## src/rtl/relm_fp_pack.sv

```systemverilog
// relm_fp_pack: normalise / round-to-nearest-even / pack back end for the
// ReLM custom FP ops. Takes the unpacked header (sign, biased exponent,
// inf and zero flags) plus a 32-bit mantissa with carry and sticky bits,
// and returns an IEEE-754 single. Denormal results flush to signed zero.
//
// Handshake: a transfer happens on a rising clk edge where valid and ready
// are both high. in_ready is high only in IDLE. out_valid, once raised,
// stays high with out_data/out_inexact held stable until out_ready is seen.
module relm_fp_pack #(
    parameter int WD = 32
) (
    input  logic          clk,
    input  logic          reset,
    input  logic          in_valid,
    output logic          in_ready,
    input  logic [WD-1:0] in_hdr,
    input  logic [WD-1:0] in_m,
    output logic          out_valid,
    input  logic          out_ready,
    output logic [WD-1:0] out_data,
    output logic          out_inexact,
    output logic [1:0]    dbg_state
);

    typedef enum logic [1:0] {
        IDLE  = 2'd0,
        NORM  = 2'd1,
        ROUND = 2'd2,
        DONE  = 2'd3
    } state_t;

    state_t             r_state;
    logic               r_sign;
    logic [31:0]        r_m;
    logic signed [9:0]  r_e;
    logic               r_in_ready;
    logic               r_out_valid;
    logic [WD-1:0]      r_out_data;
    logic               r_out_inexact;

    // Rounding datapath, only meaningful while in ROUND.
    logic [22:0]        w_frac;
    logic               w_guard;
    logic               w_sticky;
    logic               w_round_up;
    logic [23:0]        w_frac_sum;
    logic signed [9:0]  w_e_rnd;

    // Round to nearest even on the 23-bit fraction below the hidden bit.
    always_comb begin
        w_frac     = r_m[29:7];
        w_guard    = r_m[6];
        w_sticky   = |r_m[5:0];
        w_round_up = w_guard & (w_sticky | r_m[7]);
        w_frac_sum = {1'b0, w_frac} + {23'd0, w_round_up};
        // A carry out of the fraction leaves frac bits at zero and bumps e.
        w_e_rnd    = r_e + (w_frac_sum[23] ? 10'sd1 : 10'sd0);
    end

    // Control FSM with all outputs registered.
    always_ff @(posedge clk) begin
        if (reset) begin
            r_state       <= IDLE;
            r_sign        <= 1'b0;
            r_m           <= 32'd0;
            r_e           <= 10'sd0;
            r_in_ready    <= 1'b1;
            r_out_valid   <= 1'b0;
            r_out_data    <= '0;
            r_out_inexact <= 1'b0;
        end else begin
            case (r_state)
                IDLE: begin
                    if (in_valid && r_in_ready) begin
                        r_in_ready <= 1'b0;
                        r_sign     <= in_hdr[31];
                        r_m        <= in_m;
                        r_e        <= signed'({2'b00, in_hdr[30:23]});
                        // Special results skip the datapath; out_valid is
                        // raised one edge later from DONE.
                        if (in_hdr[22]) begin
                            r_out_data    <= {in_hdr[31], 8'hFF, 23'd0};
                            r_out_inexact <= 1'b0;
                            r_state       <= DONE;
                        end else if (in_hdr[21] || (in_m == 32'd0)) begin
                            r_out_data    <= {in_hdr[31], 31'd0};
                            r_out_inexact <= 1'b0;
                            r_state       <= DONE;
                        end else begin
                            r_state <= NORM;
                        end
                    end
                end
                NORM: begin
                    if (r_m[31]) begin
                        // Carry: shift right, folding the lost bit into sticky.
                        r_m <= {1'b0, r_m[31:2], r_m[1] | r_m[0]};
                        r_e <= r_e + 10'sd1;
                    end else if (r_m[30]) begin
                        r_state <= ROUND;
                    end else if (r_e <= 10'sd1) begin
                        // Would go denormal: flush to signed zero.
                        r_out_data    <= {r_sign, 31'd0};
                        r_out_inexact <= 1'b1;
                        r_out_valid   <= 1'b1;
                        r_state       <= DONE;
                    end else begin
                        r_m <= r_m << 1;
                        r_e <= r_e - 10'sd1;
                    end
                end
                ROUND: begin
                    if (w_e_rnd >= 10'sd255) begin
                        r_out_data    <= {r_sign, 8'hFF, 23'd0};
                        r_out_inexact <= 1'b1;
                    end else if (w_e_rnd <= 10'sd0) begin
                        r_out_data    <= {r_sign, 31'd0};
                        r_out_inexact <= 1'b1;
                    end else begin
                        r_out_data    <= {r_sign, w_e_rnd[7:0], w_frac_sum[22:0]};
                        r_out_inexact <= w_guard | w_sticky;
                    end
                    r_out_valid <= 1'b1;
                    r_state     <= DONE;
                end
                DONE: begin
                    if (r_out_valid && out_ready) begin
                        r_out_valid <= 1'b0;
                        r_in_ready  <= 1'b1;
                        r_state     <= IDLE;
                    end else begin
                        r_out_valid <= 1'b1;
                    end
                end
                default: begin
                    r_state    <= IDLE;
                    r_in_ready <= 1'b1;
                end
            endcase
        end
    end

    assign in_ready    = r_in_ready;
    assign out_valid   = r_out_valid;
    assign out_data    = r_out_data;
    assign out_inexact = r_out_inexact;
    assign dbg_state   = r_state;

endmodule

```

## config.mk

```make
export PLATFORM = sky130hd
export DESIGN_NAME = relm_fp_pack
export DESIGN_NICKNAME = d
export VERILOG_FILES = /design/src/rtl/relm_fp_pack.sv
export SDC_FILE = /design/constraint.sdc
export NUM_CORES = 1
export LEC_CHECK = 0
export CORE_ASPECT_RATIO = 0.9
export CORE_MARGIN = 2
export CORE_UTILIZATION = 55
export CTS_CLUSTER_DIAMETER = 30
export DETAILED_ROUTE_END_ITERATION = 10
export PLACE_DENSITY = 0.91
export SLEW_MARGIN = 20
export SYNTH_ARGS = -nofsm -noshare
export SYNTH_HDL_FRONTEND = slang
export SYNTH_SLANG_ARGS = --single-unit
```

## constraint.sdc

```tcl
create_clock -name clk -period 9.05 [get_ports clk]
set_input_delay 0.905 -clock clk [delete_from_list [all_inputs] [get_ports clk]]
set_output_delay 0.905 -clock clk [all_outputs]
set_load 0.02 [all_outputs]
```

==> impl_metrics.toml <==
[logic_synthesis]
yosys.area_share.xor_xnor_pct = 5.52
synth_edf_count = 0
synth.top_cell.area_share_pct = 31.6
yosys.cell_types.count = 63
synth_fa_ha_area_share_pct = 2.47
synth.area.top_cells = "dfxtp_1 32%, o41ai_2 6.1%, nor2_1 5.9%"
synth_sequential_area_ratio_pct = 31.6
synth-main-ff-cell = "dfxtp_1"
synth_area_leader_cell = "dfxtp_1"
synth_seq_cells = 80
synth.mux.area_fraction_pct = 2.07
synth_nets = 723
synthesis.yosys.warnings = 0
share_of_the_synthesized_area_in_compound_gates_ao_oa_aoi_oai_pct = 25.3
largest_family_of_logic_cells_by_synthesized_area = "simple AND/OR/NAND/NOR gates"
postSynthCellCount = 645
synth_async_sr_flop_share_pct = 0
synth.cells.most_frequent = "80 x dfxtp_1, 80 x nor2_1, 54 x nand2_1"
syn-mean-instance-area_um2 = 7.87
synth_simple_gate_area_share_pct = 26.9
synthesis.area_um2 = 5070

[final_layout]
nets = 764
final_design_area_no_fill_um2 = 6100
synthToLayoutAreaGrowth_pct = 20.1
fin_util_pct = 67.4
n_antenna_cell = 0
layout-drive-gt1-share_pct = 8.84
multiInputGateArea_um2 = 3190
fill_cells = 671
sequential_cell_area_um2 = 1600

[clock_tree]
numCtsBuffers = 9
clock-root-buffer = "clkbuf_8"
worst_skew_pair.late_latency_ns = 0.36
post_cts.resized_instances = 0
postCtsSetupRepairBufs = 0
post_cts_hold_buffer_count = 0
clock_tree_from_tritoncts = "done"
clock_sink_count = 80
cts_max_level = 3
clkSlewWorstSetupHoldPaths_ns = 0.08
cts_max_path_buffers = 2

[detailed_routing]
antenna_left = 0
routed_length_on_met2_um = 6740
final_routed_drc_violation_total = 0
detail_route.wl_per_cell_um = 17.7
dr.max_layer_used = "met4"
via_per_inst = 6.40
first_iter_violations = 787
drt-total-wl_um = 14400
met3_wirelength_um = 1370
wl_met1_um = 5950
via_count = 5200
drtPass1Iterations = 6

[placement]
place.port_buffers = 83
place.detailed.hpwl_um = 9830
post_dp_cell_area_um2 = 5860
globalplace.congestion = 0.922

[worst_setup_path]
timing.reg2reg.setup_slack_ns = 5.07
startpoint_to_endpoint_class_of_the_critical_path = "reg -> reg"
rr_endpoint = "out_data[2]$_SDFFE_PP0P_"
worst_path_dominant_cell_family = "simple AND/OR/NAND/NOR gates"
critPathArrivalTime_ns = 4.18
cp_data_required_time_ns = 9.25
crit_path_cell_trace = "and4_1 -> nand3_1 -> nor2_1 -> nand2_1 -> nor3_1 -> ha_1 -> ha_1 -> xor2_1 -> nand4_1 -> or4b_2 -> nand2_1 -> or3_4 -> o41ai_1"
slowest_stage = "or4b_2"
critical_path.reg2reg.startpoint = "r_m[16]$_SDFFE_PP0P_"
r2r.worst_path.cells = 13
cp-end-kind = "register"
critPathMaxFanout = 22
critPathLaunchType = "register"
worst_path_largest_cell_delay_ns = 0.65
worstPathBufferInverterCount = 0

[floorplan]
io_pins = 105
floorplan.initialDensity_pct = 56.1
floorplan.core_area_um2 = 9040
std_cell_rows = 33
die_w_um = 105
die_area_um2 = 10000
die_y_um = 95.1

[hold_path]
worst_hold_startpoint = "out_data[11]$_SDFFE_PP0P_"
hold-path-cell-count = 2
min_to = "out_data[11]$_SDFFE_PP0P_"
hold_class = "reg -> reg"

[timing]
period_minus_slack_ns = 3.98
worst-slew-pin-transition_ns = 0.862
maxClockFrequency_ghz = 0.251
worst_slew_margin_rel_pct = 42.6
hold_viol_final = 0
post_route_setup_tns_ns = 0
setup_repair_after_global_routing_missed_its_margin = "false"
finalSetupViolCount = 0
post_route_clock_skew_ns = 0.00929
drv_slew = 0
post-route-period-util_pct = 43.9

[global_routing]
grt_start_max_net_pins = 70
grt_pass1_vias = 4696
grtUsageTotal_pct = 28.3
gr-total-overflow = 0
initial_antenna_violation_count = 0
first_pass_grt_wire_length_um = 22800

[power_and_ir_drop]
power.density_cell_area_nw_per_um2 = 330
total_switching_power_w = 0.000974
p_leak_nw = 2.21
comb_power_share_pct = 54.2
vdd.ir_drop.worst_mv = 0.208
power.clock.fraction_pct = 14.9
cellInternalPower_w = 0.00104
power_frac_seq_pct = 30.9
switching_share_pct = 48.4

[outcome]
run_status = "finished clean"

[flow_run]
max_cap_violations = 0
cell type report:
type	count	area share [%]
clock buffers	12	2.55
clock inverters	3	1.07
inverters	12	0.739
multi-input cells	493	52.3
flip-flops and latches	80	26.3
well taps	122	2.50
repair buffers	90	14.5
flip-flops by register name, summed over array words and instances (netlist names):
| signal | count |
|---|---|
| r_m | 32 |
| r_sign | 1 |
| r_e | 10 |
| in_ready | 1 |
| dbg_state | 2 |
| out_data | 32 |
| out_inexact | 1 |
| out_valid | 1 |
how the worst max path moves through the flow:
stage / start / to / slack [ns] / cells past startpoint
floorplan: r_m[11]$_SDFFE_PP0P_ / out_data[3]$_SDFFE_PP0P_ / 5.66 / 16
global placement: r_m[16]$_SDFFE_PP0P_ / out_data[0]$_SDFFE_PP0P_ / 5.38 / 13
detailed placement: r_m[16]$_SDFFE_PP0P_ / out_data[0]$_SDFFE_PP0P_ / 5.18 / 13
CTS: r_m[16]$_SDFFE_PP0P_ / out_data[0]$_SDFFE_PP0P_ / 5.15 / 13
global route: r_m[16]$_SDFFE_PP0P_ / out_data[0]$_SDFFE_PP0P_ / 4.87 / 13
finish: r_m[16]$_SDFFE_PP0P_ / out_data[2]$_SDFFE_PP0P_ / 5.07 / 13
through the flow:
step	power [W]	hold slack (ns)	setup slack [ns]	std cells
floorplan	0.00140	0.464	5.66	645
global placement	0.00160	0.462	5.38	796
detailed placement	0.00167	0.481	5.18	796
CTS	0.00197	0.491	5.15	811
global route	0.00214	0.514	4.87	812
finish	0.00201	0.488	5.07	812
cells in the final DEF (no fill, tap or decap), drive strengths merged, types with 10 or more instances in the layout:
| master | Yosys | layout |
|---|---|---|
| xnor2 | 12 | 12 |
| nand3 | 39 | 39 |
| xor2 | 20 | 20 |
| o41ai | 23 | 23 |
| inv | 12 | 12 |
| ha | 10 | 10 |
| nor2 | 80 | 80 |
| o21ai | 21 | 21 |
| a211oi | 33 | 33 |
| dfxtp | 80 | 80 |
| nor3 | 34 | 34 |
| clkbuf | 42 | 12 |
| nor4 | 11 | 11 |
| a21oi | 52 | 52 |
| nand2 | 54 | 54 |
| clkdlybuf4s50 | 0 | 82 |
| nand4 | 14 | 14 |
kinds of logic (layout without fill, tap and decap cells):
logic type,Yosys count,after routing
AND/OR/NAND/NOR,275,275
AO/OA/AOI/OAI,166,166
flip-flops,80,80
buffers and inverters,72,117
XOR/XNOR,32,32
adder cells (fa/ha/maj),10,10
multiplexers,10,10
layer usage:
metal	vias up	track usage, %
met5	-	0
met4	0	8.78
met3	38	5.74
met2	315	46.2
met1	2409	37.9
li1	2438	-
power by group through the flow:
stage          clock network [W]  registers (W)  logic (W)
2_1_floorplan                  0       0.000559   0.000840
3_3_place_gp                   0       0.000608   0.000994
3_5_place_dp                   0       0.000619    0.00105
4_1_cts                 0.000300       0.000612    0.00106
5_1_grt                 0.000316       0.000634    0.00119
6_report                0.000300       0.000622    0.00109
tightest hold or removal path: stages, from the launching register on:
cell and delay, ns:
dfxtp_1 0.31, nand3_1 0.08, o41ai_2 0.06
Note: power is estimated with default switching activity, not from simulation.
==> patch: new RTL, config.mk and constraints unchanged <==
Put one more register stage on the output `dbg_state`, without a reset. The value now appears one clock later. The other outputs are not delayed to match.
--- a/src/rtl/relm_fp_pack.sv
+++ b/src/rtl/relm_fp_pack.sv
@@ -144,7 +144,9 @@
     assign out_valid   = r_out_valid;
     assign out_data    = r_out_data;
     assign out_inexact = r_out_inexact;
-    assign dbg_state   = r_state;
+    always_ff @(posedge clk) begin
+        dbg_state <= r_state;
+    end
 
 endmodule
 
Formal check against the unedited RTL: not equivalent (Yosys sat finds a counterexample within 4 cycles, from zero or initial values and one cycle with reset high).
==> patch against the unedited design <==
- non-clock buffer count fell by 1
- cell area rose by 0.47%
- clock skew rose by 0.00060 ns
- worst setup slack got worse by 0.27 ns
- routed wire length fell by 2.4%
- total power fell by 4.5%
- global-route usage fell by 0.67 points
- die area rose by 1.2%
- first-iteration DRC count fell by 8.8%
- sequential cell count rose by 2
- area after synthesis rose by 1.3%
==> patch: results (changes against the unedited design) <==
run_status:
  status: "completed"  # unchanged
cells_and_area:
  final_nets: 756  # was 764
  post_layout_nonfiller_instances: 804  # was 812
  diodes: 0  # unchanged
  final_layout_size_suffix_gt1_share_pct: 8.50  # was 8.84%
  fillCellCount: 689  # was 671
worst_hold_path:
  hp-start: "r_state[0]$_SDFFE_PP0P_"  # was out_data[11]$_SDFFE_PP0P_
  min_path_type: "reg -> reg"  # unchanged
power:
  power_leakage_uw: 0.00233  # was 0.00221 uW
  ir_drop_v: 0.000188  # was 0.000208 V
sta:
  min_period_over_period_pct: 46.9  # was 43.9%
  skew_ns: 0.00990  # was 0.00929 ns
  maxSlewHeadroom_pct: 26.5  # was 42.6%
global_routing:
  grt_max_degree: 106  # was 70
  met2_usage_pct: 44.2  # was 46.2%
  met1_usage_pct: 38.4  # was 37.9%
  groute.layer.met3.usage_pct: 5.48  # was 5.74%
  grt_pass1_vias: 4522  # was 4,696
  track_usage_pct: 27.6  # was 28.3%
  grt_first_pass_wirelength_um: 22500  # was 22,800 um
  antenna_found_initial: 0  # unchanged
routing:
  wl_met3_um: 1340  # was 1370 um
  vias_per_cell: 6.36  # was 6.40
  drt-initial-drc-count: 718  # was 787
  met1_length_um: 6120  # was 5950 um
  top_layer: "met4"  # unchanged
  wl_um: 14100  # was 14,400 um
  wl_met2_um: 6410  # was 6740 um
  dr.pass1.iters: 7  # was 6
setup_path:
  worst-path-max-fanout: 22  # unchanged
  r2r-start: "r_m[17]$_SDFFE_PP0P_"  # was r_m[16]$_SDFFE_PP0P_
  arrival_ns: 4.50  # was 4.18 ns
  slowest_delay_ns: 0.55  # was 0.65 ns
  timing.rr.end: "out_data[17]$_SDFFE_PP0P_"  # was out_data[2]$_SDFFE_PP0P_
  path_class: "reg -> reg"  # unchanged
  critPathCapture: "out_data[17]$_SDFFE_PP0P_"  # was out_data[2]$_SDFFE_PP0P_
  worst_path_max_delay_cell: "nor3_1"  # was or4b_2
logic_synthesis:
  synth_cell_types: 60  # was 63
  netlist_instances: 636  # was 645
  synthTopCellsByCount: "82 x dfxtp_1, 74 x a21oi_1, 71 x nor2_1"  # was 80 x dfxtp_1, 80 x nor2_1, 54 x nand2_1
  synthTopCellsByArea: "dfxtp_1 32%, o41ai_2 7.3%, a21oi_1 7.2%, nor2_1 5.2%, a211oi_1 4.4%"  # was dfxtp_1 32%, o41ai_2 6.1%, nor2_1 5.9%, a21oi_1 5.1%, a211oi_1 4.9%
  yosysSeqAreaShare_pct: 31.9  # was 31.6%
  synth_nets: 714  # was 723
  yosysWarnings: 0  # unchanged
clock_network:
  htree_num_levels: 3  # unchanged
  clk_pin_slew_ns: 0.09
  ctsLongestPathBuffers: 2  # unchanged
  cts_resized: 0  # unchanged
  clk_latency_ns: 0.35
  numCtsBuffers: 9  # unchanged
placed_design:
  post_dp_cell_area_um2: 5890  # was 5860 um^2
  post-place-cells: 789  # was 796
  globalplace.congestion: 0.947  # was 0.922
  place_hpwl_um: 9680  # was 9830 um
  dp_slack_ns: 4.76  # was 5.18 ns
  portBuffers: 83  # unchanged
## patch: cell types whose count changed in the layout (fill, tap and decap cells not counted), sizes merged, moves of 6 or more
cell    unedited run  this run
a21oi             52        74
a221oi             0         6
and3               8        35
nand2             54        37
nand3             39        15
nand3b             0        23
nor2              80        71
nor3              34        28
o21ai             21        12
## patch: how the worst min path moves through the flow
stage / to / slack (ns) / cells after the start
finish: dbg_state[0]$_DFF_P_ / 0.44 / 0
global placement: dbg_state[0]$_DFF_P_ / 0.41 / 0
global route: dbg_state[0]$_DFF_P_ / 0.45 / 0
floorplan: dbg_state[0]$_DFF_P_ / 0.38 / 0
detailed placement: dbg_state[0]$_DFF_P_ / 0.43 / 0
CTS: dbg_state[0]$_DFF_P_ / 0.44 / 0
## patch: final cells by class
| class | count | area (um^2) | share of cell area, % |
|---|---|---|---|
| multi-input cells | 481 | 3170 | 51.8 |
| flip-flops and latches | 82 | 1640 | 26.8 |
| repair buffers | 89 | 871 | 14.2 |
| well taps | 122 | 153 | 2.49 |
| clock buffers | 10 | 128 | 2.08 |
| clock inverters | 5 | 104 | 1.70 |
| inverters | 15 | 56.3 | 0.919 |
## patch: cells by family (layout without fill, tap and decap cells)
family / count (synthesis) / after routing / share of synthesized area (%)
compound gates: 178 / 178 / 26.2
fa+ha+maj: 10 / 10 / 2.43
xor+xnor: 30 / 30 / 5.11
flops: 82 / 82 / 31.9
buf+inv: 73 / 119 / 6.64
mux: 4 / 4 / 0.779
simple gates: 259 / 259 / 26.9
## patch: power breakdown
group          total, uW  internal [uW]  switching [uW]
logic                978            370             608
registers            628            460             168
clock network        317            182             135
total               1920           1010             911
